--- config.mk ---
export PLATFORM = sky130hd
export DESIGN_NAME = timer_arbiter
export DESIGN_NICKNAME = d
export VERILOG_FILES = /design/src/rtl/timer_arbiter.sv
export SDC_FILE = /design/constraint.sdc
export NUM_CORES = 1
export LEC_CHECK = 0
export ABC_CLOCK_PERIOD_IN_PS = 2950
export CORE_MARGIN = 2
export CORE_UTILIZATION = 40
export CTS_BUF_LIST = sky130_fd_sc_hd__clkbuf_2 sky130_fd_sc_hd__clkbuf_4 sky130_fd_sc_hd__clkbuf_8
export DETAILED_ROUTE_END_ITERATION = 8
export GPL_ROUTABILITY_DRIVEN = 0
export PLACE_DENSITY = 0.71
export REMOVE_ABC_BUFFERS = 1
export SLEW_MARGIN = 30
export SYNTH_ARGS = -nofsm -noshare
export SYNTH_HDL_FRONTEND = slang
export SYNTH_SLANG_ARGS = --single-unit
--- constraint.sdc ---
create_clock -name CLOCK -period 2.95 [get_ports CLOCK]
set_input_delay 0.59 -clock CLOCK [delete_from_list [all_inputs] [get_ports CLOCK]]
set_output_delay 0.59 -clock CLOCK [all_outputs]
set_load 0.02 [all_outputs]
--- src/rtl/timer_arbiter.sv ---
// Two-requester arbiter sharing one 4-bit up-counter; the owner runs until the
// count reaches its latched terminal value, then receives a one-cycle DONE.
//
// state | meaning
// IDLE  | no owner; grant on the next edge if any REQ bit is set
// RUN   | owner holds GNT; Q counts from 0 up to TERM
// FIN   | GNT released, DONE pulses to the owner, Q holds TERM
module timer_arbiter (
  input  logic       CLOCK,
  input  logic       CLEAR,
  input  logic [1:0] REQ,
  input  logic [3:0] LEN0,
  input  logic [3:0] LEN1,
  output logic [1:0] GNT,
  output logic [3:0] Q,
  output logic       BUSY,
  output logic [1:0] DONE
);

  typedef enum logic [1:0] {
    S_IDLE = 2'd0,
    S_RUN  = 2'd1,
    S_FIN  = 2'd2
  } state_t;

  state_t     r_state;
  state_t     w_state_nxt;
  logic [1:0] r_gnt;
  logic [1:0] w_gnt_nxt;
  logic [3:0] r_q;
  logic [3:0] w_q_nxt;
  logic [1:0] r_done;
  logic [1:0] w_done_nxt;
  logic       r_busy;
  logic       w_busy_nxt;
  logic [3:0] r_term;
  logic [3:0] w_term_nxt;
  logic       r_owner;
  logic       w_owner_nxt;
  logic       r_ptr;
  logic       w_ptr_nxt;

  logic       w_winner;
  logic       w_owner_req;

  // With both requesting, PTR breaks the tie; otherwise the lone requester wins.
  assign w_winner    = (REQ == 2'b11) ? r_ptr : REQ[1];
  assign w_owner_req = REQ[r_owner];

  always_ff @(posedge CLOCK) begin
    if (CLEAR) begin
      r_state <= S_IDLE;
      r_gnt   <= 2'b00;
      r_q     <= 4'd0;
      r_done  <= 2'b00;
      r_busy  <= 1'b0;
      r_term  <= 4'd0;
      r_owner <= 1'b0;
      r_ptr   <= 1'b0;
    end else begin
      r_state <= w_state_nxt;
      r_gnt   <= w_gnt_nxt;
      r_q     <= w_q_nxt;
      r_done  <= w_done_nxt;
      r_busy  <= w_busy_nxt;
      r_term  <= w_term_nxt;
      r_owner <= w_owner_nxt;
      r_ptr   <= w_ptr_nxt;
    end
  end

  always_comb begin
    w_state_nxt = r_state;
    w_gnt_nxt   = r_gnt;
    w_q_nxt     = r_q;
    w_done_nxt  = 2'b00;
    w_term_nxt  = r_term;
    w_owner_nxt = r_owner;
    w_ptr_nxt   = r_ptr;

    case (r_state)
      S_IDLE: begin
        if (REQ != 2'b00) begin
          w_state_nxt = S_RUN;
          w_owner_nxt = w_winner;
          w_gnt_nxt   = w_winner ? 2'b10 : 2'b01;
          w_q_nxt     = 4'd0;
          w_term_nxt  = w_winner ? LEN1 : LEN0;
        end
      end
      S_RUN: begin
        // Abort is checked first so a dropped request never earns a DONE.
        if (!w_owner_req) begin
          w_state_nxt = S_IDLE;
          w_gnt_nxt   = 2'b00;
          w_q_nxt     = 4'd0;
          w_ptr_nxt   = ~r_owner;
        end else if (r_q == r_term) begin
          w_state_nxt = S_FIN;
          w_gnt_nxt   = 2'b00;
          w_done_nxt  = {r_owner, ~r_owner};
        end else begin
          w_q_nxt = r_q + 4'd1;
        end
      end
      S_FIN: begin
        w_state_nxt = S_IDLE;
        w_q_nxt     = 4'd0;
        w_ptr_nxt   = ~r_owner;
      end
      default: begin
        w_state_nxt = S_IDLE;
        w_gnt_nxt   = 2'b00;
        w_q_nxt     = 4'd0;
      end
    endcase

    w_busy_nxt = (w_state_nxt != S_IDLE);
  end

  assign GNT  = r_gnt;
  assign Q    = r_q;
  assign BUSY = r_busy;
  assign DONE = r_done;

endmodule

Yosys cells after proc, flatten, opt, wreduce, memory -nomap -nowiden
Cells that the tools add are included.
{"block": "totals", "latchBits": 0, "output_inout_bits": 9, "memories": 0, "elab_cells": 51, "mem_bits_ro": 0, "regBits": 17, "ramBits": 0}
{"block": "op_classes", "bitwise_logic": 5, "div": 0, "multipliers": 0, "reduce_logical": 9, "shift": 0, "mux": 19, "n_eq_ne": 8, "n_addsub": 1, "order_cmp": 1}
{"cell": "two-way mux 4 bit", "n": 4}
{"cell": "two-way mux 2 bit", "n": 7}
{"cell": "one-hot mux 4 bit (2 select lines)", "n": 1}
{"cell": "!= test 3 bit (second input constant)", "n": 2}
{"cell": "one-hot mux 2 bit (3 select lines)", "n": 1}
{"cell": "AND reduction 2 bit", "n": 3}
{"cell": "nonzero test 2 bit", "n": 3}
{"cell": "NOT 1 bit", "n": 5}
{"cell": "adder 4 x 1 -> 4 bit (second input constant)", "n": 1}
{"cell": "equality test 2 bit (second input constant)", "n": 2}
{"cell": "equality test 4 bit", "n": 1}
{"cell": "two-way mux 1 bit", "n": 4}
{"cell": "!= test 2 bit (second input constant)", "n": 2}
{"cell": "one-hot mux 2 bit (2 select lines)", "n": 1}
{"cell": "OR reduction 4 bit", "n": 1}
{"cell": "AND reduction 3 bit", "n": 1}
{"cell": "equality test 2 x 1 -> 1 bit (second input constant)", "n": 1}
{"cell": "zero test 2 bit", "n": 1}
{"cell": "< comparator 1 x 2 -> 1 bit (second input constant)", "n": 1}
{"cell": "one-hot mux 1 bit (2 select lines)", "n": 1}

Depth between registers and ports, before layout
Gate-level depths: netlist of run 1.
{"block": "depth", "depth_word": 5, "depth_mapped": 5, "mapped_depth_nobuf": 4}

Worst setup path after synthesis of run 1
No wires, ideal clock.
{"block": "synth_timing", "path_type": "input -> register", "from": "input port REQ[1]", "to": "register r_q[2] (netlist: Q[2])", "slack_ns": 1.557, "path_stages": 4, "t_arrival_ns": 1.318, "cell_sequence": "mux2i_1 -> or3_4 -> a21o_1 -> a31oi_1"}
{"block": "synth_via", "elab_chain_len": 4}
{"element": "from (decl)", "line": "11", "source": "input logic [1:0] REQ,"}
{"element": "two-way mux 1 bit (implied by the code) (2 in series)", "line": "48", "source": "assign w_owner_req = REQ[r_owner];"}
{"element": "two-way mux 4 bit or != test 3 bit (tied branches)"}
{"element": "one-hot mux 4 bit (2 select lines) or AND reduction 2 bit (tied branches)"}
{"element": "to (signal assigned)", "line": "63", "source": "r_q <= w_q_nxt;"}
{"element": "to (decl)", "line": "30", "source": "logic [3:0] r_q;"}
Several ways; a longest one is shown, not always the timed one. The select of a mux whose other input is x is not followed.
A chain may end at the register's enable or synchronous reset.

Worst setup path in the final report of run 1
{"block": "layout_timing", "from": "register r_q[0] (netlist: Q[0])", "to": "output port Q[0]"}
{"element": "to (decl)", "line": "15", "source": "output logic [3:0] Q,"}
No word-level cell between the ends.

==> results.md, run 1 <==
Global route:
- The total overflow left after global routing is 0.
- Global routing used 16.8% of the available tracks across all layers.
- The via count of the first global-routing pass is 631.
- The initial antenna violation count is 0.
- Entering global routing, the biggest net connects 16 pins.
- The global-route wire length before repair is 2700 um.

Synth:
- Yosys printed 0 warnings.
- The number of instances in the synthesized netlist is 85.
- The number of register bits inferred by synthesis is 17.
- The cell area after synthesis is 785 um2.
- The async set or reset register ratio after synthesis is 0%.
- The netlist uses 28 different library cells.
- The number of synthesized flops with an enable pin is 0.
- Among all flip-flop cells after synthesis, the most frequent one is sky130_fd_sc_hd__dfxtp_1.
- Sequential elements use 43.4% of the synthesized area.
- The synthesized area per cell is 9.23 um2.

STA:
- The relative slew slack is 64.3%.
- Setup violations remaining at the end of the flow were counted as 0.
- The transition time at the pin with the least slew margin is 0.534 ns.
- Setup repair after global routing left no endpoint under its margin.
- The minimum clock period after layout is 1.98 ns.
- The count of final hold-check violations was 0.
- The final total negative setup slack is 0 ns.
- The number of pins exceeding their max-slew limit in the final report is 0.
- Across the routed clock network, the largest skew measured is 0.00310 ns.
- The highest achievable clock rate is 505 MHz.
- Of the available clock period, the critical path in the final layout requires 67.1%.

Clock tree:
- The number of gates resized after CTS was 0.
- Clock tree synthesis inserted a total of 3 buffers.
- The number of buffers on the longest clock path is 2.
- The cell at the root of the clock tree is sky130_fd_sc_hd__clkbuf_4.
- The number of setup buffers added after CTS is 0.
- The TritonCTS clock tree is built.
- After clock tree synthesis, the flow added hold-fix buffers numbering 0.
- The clock network latency to the later pin of the worst-skew pair is 0.29 ns.
- Counting every sink on the clock net gives 17.
- In this run the number of H-tree levels came out at 1.
- After clock tree synthesis, the clock-pin slew on the worst setup and hold paths is 0.10 ns.

Floorplanning:
- The floorplan step set the die height to 48.3 um.
- From left edge to right edge, the die measures 48.3 um.
- The core region is 1900 um2.
- The initial core utilization is 41.2%.
- For this design the top-level I/O count stands at 21.
- The floorplan has 16 rows.
- The die area is 2330 um2.

Power and ir drop:
- The power per unit of standard cell area is 505 nW/um2.
- In this run the static leakage power is 0.397 nW.
- The peak ir drop on the vdd network is 0.000227 V.

Setup path:
- The worst flop-to-flop path startpoint is Q[0].
- The end of the worst register-to-register path is Q[0].
- Data on the critical path arrives at its endpoint at 1.39 ns.
- The classification of the worst setup path is flip-flop to output pin.
- The worst setup path is captured at an output pin.
- The critical path goes through clkdlybuf4s50_1.
- The flop-to-flop setup slack is 1.26 ns.
- STA classifies the critical path startpoint as a flip-flop.
- Counting cells, the worst reg-to-reg path comes to 4.
- The stage delay of the slowest cell on the critical path is 0.65 ns.
- The largest individual stage delay along the critical path comes from the cell sky130_fd_sc_hd__clkdlybuf4s50_1.
- The data required time of the worst path is 2.36 ns.
- The maximum fanout count along the critical path is 6.
- The critical path buffer and inverter count is 1.
- The kind of cell with the highest combined delay along the critical path is buffers and inverters.
- The critical path startpoint is Q[0].

Finish:
- After routing the design area is 1040 um2.
- 0 antenna diodes ended up in the layout.
- Cells with a size suffix above 1 make up 9.35% of the layout.
- The layout has 178 filler cells.
- The multi-input logic area is 427 um2.
- The number of nets in the layout is 121.
- Leaving out fill and tap cells, the most frequent cells in the layout are 20 x sky130_fd_sc_hd__clkdlybuf4s50_1, 17 x sky130_fd_sc_hd__dfxtp_1, 11 x sky130_fd_sc_hd__nor2_1.
- Across the whole layout, storage elements account for 340 um2.
- Compared with the post-synthesis result, the final layout area differs by 32.9%.
- The most common library cell in the layout ignoring fill and taps is sky130_fd_sc_hd__clkdlybuf4s50_1.

Job:
- Across the run, the number of max-cap violations was 0.

Drt:
- Wires add up to 1660 um.
- For this run, design rule violations remaining after detail routing come to 0.
- The residual antenna-violating net count after detailed routing is 0.
- The number of detailed-routing iterations run before antenna repair is 4.
- The detail-routed via count per cell is 5.31.
- After detailed routing, the average wire length per cell comes to 12.4 um.
- After the first detailed-routing iteration, the DRC count stood at 7.
- The via count is 712.

Place:
- Summed over all nets, the half-perimeter wirelength after detailed placement is 1210 um.
- The count of buffers added on input and output ports is 20.
- In this run the cell area measured after placement is 1010 um2.

Status:
- The flow ran to the end, and the final reports show no timing, DRC or antenna violations.

Worst hold path:
- The worst hold path was traced through 2 stages.
- The type of the worst min-delay path is flip-flop to flip-flop.
- The worst hold path begins at GNT[1].
- The worst hold path terminates at GNT[1].
per-layer routing:
| metal | vias to the layer above | part of all wire (%) | track usage, % |
|---|---|---|---|
| li1 | 360 | - | - |
| met1 | 324 | 45 | 22.6 |
| met2 | 22 | 47 | 24.2 |
| met3 | 6 | 4.6 | 2.59 |
| met4 | 0 | 2.7 | 11.9 |
| met5 | - | 0 | 0 |
sequential cells by signal (all words and copies together) (netlist names):
name	cells
GNT	2
Q	4
BUSY	1
r_owner	1
r_ptr	1
r_state	2
DONE	2
r_term	4
worst min-delay path: stages, from the launching register on:
cell and delay [ns]:
sky130_fd_sc_hd__dfxtp_1 0.32, sky130_fd_sc_hd__nand2b_1 0.06, sky130_fd_sc_hd__o22ai_1 0.06
logic make-up after synthesis:
kind of cell               count (synthesis)  synth area share [%]
and+or+nand+nor                           30                  20.4
muxes                                      6                  7.66
xor gates and xnor gates                   4                  4.47
buffers and inverters                      4                  2.23
adders and majority gates                  1                  1.59
DFF                                       17                  43.4
AOI/OAI and AO/OA                         23                  20.3
synth_stat cells, drive strengths merged, types with 3 or more instances:
master | n | area [um2]
a211oi | 5 | 37.5
a21oi | 4 | 20.0
a31oi | 4 | 25.0
dfxtp | 17 | 340
mux2i | 6 | 60.1
nand2 | 3 | 11.3
nand2b | 4 | 32.5
nor2 | 11 | 41.3
nor3 | 6 | 30.0
o21ai | 3 | 18.8
xnor2 | 4 | 35.0
cell type report:
type	instances	share of cell area, %
Sequential cell	17	32.7
Timing Repair Buffer	21	19.9
Tap cell	27	3.24
Inverter	1	0.360
Multi-Input combinational cell	64	40.9
Clock buffer	4	2.88
stage by stage:
step / total power [mW] / utilization, % / instances / hold WS (ns) / worst slack [ns]
CTS: 0.530 / 54.8 / 134 / 0.487 / 0.965
finish: 0.526 / 54.8 / 134 / 0.486 / 0.969
detailed placement: 0.396 / 53.2 / 130 / 0.471 / 0.739
global placement: 0.394 / 53.2 / 130 / 0.465 / 0.802
global route: 0.556 / 54.8 / 134 / 0.515 / 0.919
floorplan: 0.347 / - / 82 / 0.481 / 1.35
how the worst max path moves through the flow:
stage / endpoint / slack, ns / depth (start not counted)
finish: Q[0] / 0.97 / 1
global route: Q[0] / 0.92 / 1
CTS: Q[0] / 0.97 / 1
detailed placement: Q[2] / 0.74 / 4
global placement: Q[3] / 0.80 / 4
floorplan: r_term[0] / 1.35 / 4
where the power goes:
group          total (mW)  switching [mW]  internal [mW]
Combinational       0.127          0.0647         0.0623
Sequential          0.265          0.0171          0.248
Clock               0.134          0.0719         0.0617
Total               0.526           0.154          0.372
Note: power is estimated with default switching activity, not from simulation.
==> run 2: changes to the inputs <==
--- a/config.mk
+++ b/config.mk
@@ -5,13 +5,13 @@
 export SDC_FILE = /design/constraint.sdc
 export NUM_CORES = 1
 export LEC_CHECK = 0
-export ABC_CLOCK_PERIOD_IN_PS = 2950
+export ABC_CLOCK_PERIOD_IN_PS = 1700
 export CORE_MARGIN = 2
 export CORE_UTILIZATION = 40
 export CTS_BUF_LIST = sky130_fd_sc_hd__clkbuf_2 sky130_fd_sc_hd__clkbuf_4 sky130_fd_sc_hd__clkbuf_8
 export DETAILED_ROUTE_END_ITERATION = 8
 export GPL_ROUTABILITY_DRIVEN = 0
-export PLACE_DENSITY = 0.71
+export PLACE_DENSITY = 0.74
 export REMOVE_ABC_BUFFERS = 1
 export SLEW_MARGIN = 30
 export SYNTH_ARGS = -nofsm -noshare
==> constraint.sdc (replaced) <==
create_clock -name CLOCK -period 1.7 [get_ports CLOCK]
set_input_delay 0.34 -clock CLOCK [delete_from_list [all_inputs] [get_ports CLOCK]]
set_output_delay 0.34 -clock CLOCK [all_outputs]
set_load 0.02 [all_outputs]
==> run 2 against run 1 <==
  * Sequential share of layout area shrank 1.4 points
  * Combinational power grew 89%
  * Final cell count grew 4.5%
  * Via count grew 4.1%
  * Sequential power grew 74%
  * Clock power grew 72%
==> results.md, run 2 (same netlist as run 1, synthesis figures left out) <==
Status:
- The run finished with clean final reports.

Setup path:
- The cell type of the slowest stage on the worst timing path is sky130_fd_sc_hd__clkdlybuf4s50_1.
- The signal on the critical path passes through clkdlybuf4s50_1.
- The classification of the worst setup path is flip-flop to output pin.
- STA classifies the critical path endpoint as an output pin.
- STA classifies the critical path startpoint as a flip-flop.
- For the worst setup path, the data arrival time is 1.23 ns.
- In this design, the stage delay of the slowest critical-path cell is 0.60 ns.
- The data required time of the worst path is 1.36 ns.
- Counting both buffers and inverters, the worst setup path holds a total of 1.
- The maximum fanout count along the critical path is 2.
- In this design, the largest share of critical-path delay is due to buffers and inverters.

Floorplanning:
- The width of the die is 48.3 um.
- The top-level port count is 21.
- The die span in y is 48.3 um.
- The region available for standard cell placement spans 1900 um2.
- The floorplan step defined a die boundary enclosing 2330 um2.
- The standard-cell row count is 16.
- The initial utilization of the core area, before any placement, comes to 41.2%.

Finish:
- The finished cells cover 1090 um2.
- The number of filler cells placed in the layout is 193.
- The fraction of layout cells with a size suffix above 1 is 14.2%.
- After the last flow step, the layout net total stands at 127.
- In the layout the commonest cells are 17 x sky130_fd_sc_hd__dfxtp_1, 16 x sky130_fd_sc_hd__clkdlybuf4s50_1, 11 x sky130_fd_sc_hd__nor2_1.
- Excluding fillers, the count of instances in the completed layout stands at 140.
- The repair_antennas step left the layout with diodes totalling 0.
- Measured on the finished design, the core utilization comes to 57.3%.
- The relative area change from synthesis to final layout is 38.9%.
- The most common library cell in the layout ignoring fill and taps is sky130_fd_sc_hd__dfxtp_1.

Power and ir drop:
- The internal power of the cells totals 0.660 mW.
- The part of the total power dissipated in the clock network is 24.8%.
- The part of the total power dissipated in combinational logic is 25.7%.
- The share of total power in sequential cells is 49.5%.
- Net switching is 29.2% of the power.
- The power per unit of standard cell area is 856 nW/um2.
- The peak ir drop on the vdd network is 0.000478 V.
- Summed over all cells, the static leakage comes to 0.473 nW.
- The total net switching power is 0.273 mW.
- The power after layout is 0.933 mW.

Drt:
- After detailed routing, the average wire length per cell comes to 12.9 um.
- The detail-routed via count per cell is 5.29.
- The routed design has 1800 um of wire.
- The starting DRC count in detailed routing is 12.
- The via count is 741.
- The detail route stage leaves a number of antenna-violating nets equal to 0.
- The pre-antenna-repair detailed-routing pass consisted of 4 iterations.
- The post-route DRC violation count is 0.

Place:
- The count of buffers added on input and output ports is 20.
- Including well taps, the total number of placed cells is 136.
- After legalization and detailed placement, the total HPWL measured 1350 um.
- The instance area after placement is 1060 um2.

Clock tree:
- Clock-pin slew was measured on the worst setup and hold paths at 0.10 ns.
- The number of hold-repair buffers added at the cts stage is 0.
- Buffers inserted during clock tree synthesis total 3.
- The cell at the root of the clock tree is sky130_fd_sc_hd__clkbuf_4.
- TritonCTS built the clock tree.
- The clock net sink count is 17.
- Counting along the longest clock path gives a buffer depth of 2.
- CTS built an H-tree with a depth of 1.
- The clock reaches the later pin of the worst-skew pair after 0.28 ns.

STA:
- In the final timing run, aggregate negative setup slack is 0 ns.
- The final setup violation count is 0.
- On the final layout, the worst clock skew is 0.00397 ns.
- The count of final hold-check violations was 0.
- The number of pins exceeding their max-slew limit in the final report was 0.
- The minimum clock period after layout is 1.57 ns.
- After layout, the worst path uses 92.4% of the clock period.
- Static timing analysis puts the maximum clock frequency at 636 MHz.
- The transition time at the pin with the least slew margin is 0.351 ns.
- Setup repair after global routing left no endpoint under its margin.
- In this run the tightest slew margin relative to its limit is 76.4%.

Global route:
- The maximum number of pins on one net before global-route repair is 12.
- Across every metal layer, demand over resource in global routing totals 18.7%.
- The via count of the first global-routing pass is 669.
- The first global-routing pass estimated 2950 um of wire.
- The initial antenna violation count was 0.
- Global routing finished with a remaining overflow of 0.

Worst hold path:
- The type of the worst min-delay path is flip-flop to flip-flop.

Job:
- The max-capacitance violation count is 0.
run 2: layer usage:
layer / share of wire [%] / GRT usage, % / up-vias
met3: 3.8 / 4.07 / 2
met4: 1.1 / 8.65 / 0
met2: 50 / 32.6 / 17
met5: 0 / 0 / -
met1: 45 / 21.6 / 353
li1: - / - / 369
run 2: final timing paths:
kind	start	endpoint	slack, ns	cells after the start
worst max-delay path	GNT[0]	GNT[0]	0.13	1
worst min-delay path	GNT[0]	GNT[0]	0.48	2
worst max register to register	Q[0]	Q[0]	0.23	4
worst min register to register	GNT[0]	GNT[0]	0.48	2
run 2: power groups by stage:
stage                     Combinational [mW]  Sequential (mW)  Clock (mW)
after CTS                              0.241            0.462       0.239
after floorplan                        0.123            0.479           0
after global placement                 0.234            0.469           0
final                                  0.240            0.462       0.231
after global routing                   0.262            0.467       0.254
after detailed placement               0.239            0.471           0
run 2: layout make-up:
cell class	count	area (um2)	share of cell area (%)
multi-input cells	64	427	39.2
repair buffers	27	255	23.4
inverters	1	3.75	0.344
flip-flops and latches	17	340	31.2
well taps	27	33.8	3.10
clock buffers	4	30.0	2.76
run 2: stage by stage:
stage / worst slack [ns] / hold WS [ns]
2_1_floorplan: 0.111 / 0.409
3_3_place_gp: -0.0469 / 0.462
3_5_place_dp: -0.109 / 0.476
4_1_cts: 0.0117 / 0.490
5_1_grt: 0.0840 / 0.506
6_report: 0.128 / 0.480
run 2: worst register-to-register path: stages (launching register included):
cell,delay [ns]
sky130_fd_sc_hd__dfxtp_1,0.45
sky130_fd_sc_hd__xnor2_1,0.14
sky130_fd_sc_hd__nand4_1,0.19
sky130_fd_sc_hd__o311a_2,0.39
sky130_fd_sc_hd__nor3_1,0.21
run 2: repair_timing:
item	4_1_cts	5_1_grt
endpoints found under the setup margin	2	2
setup buffers	0	0
resized for setup	2	2
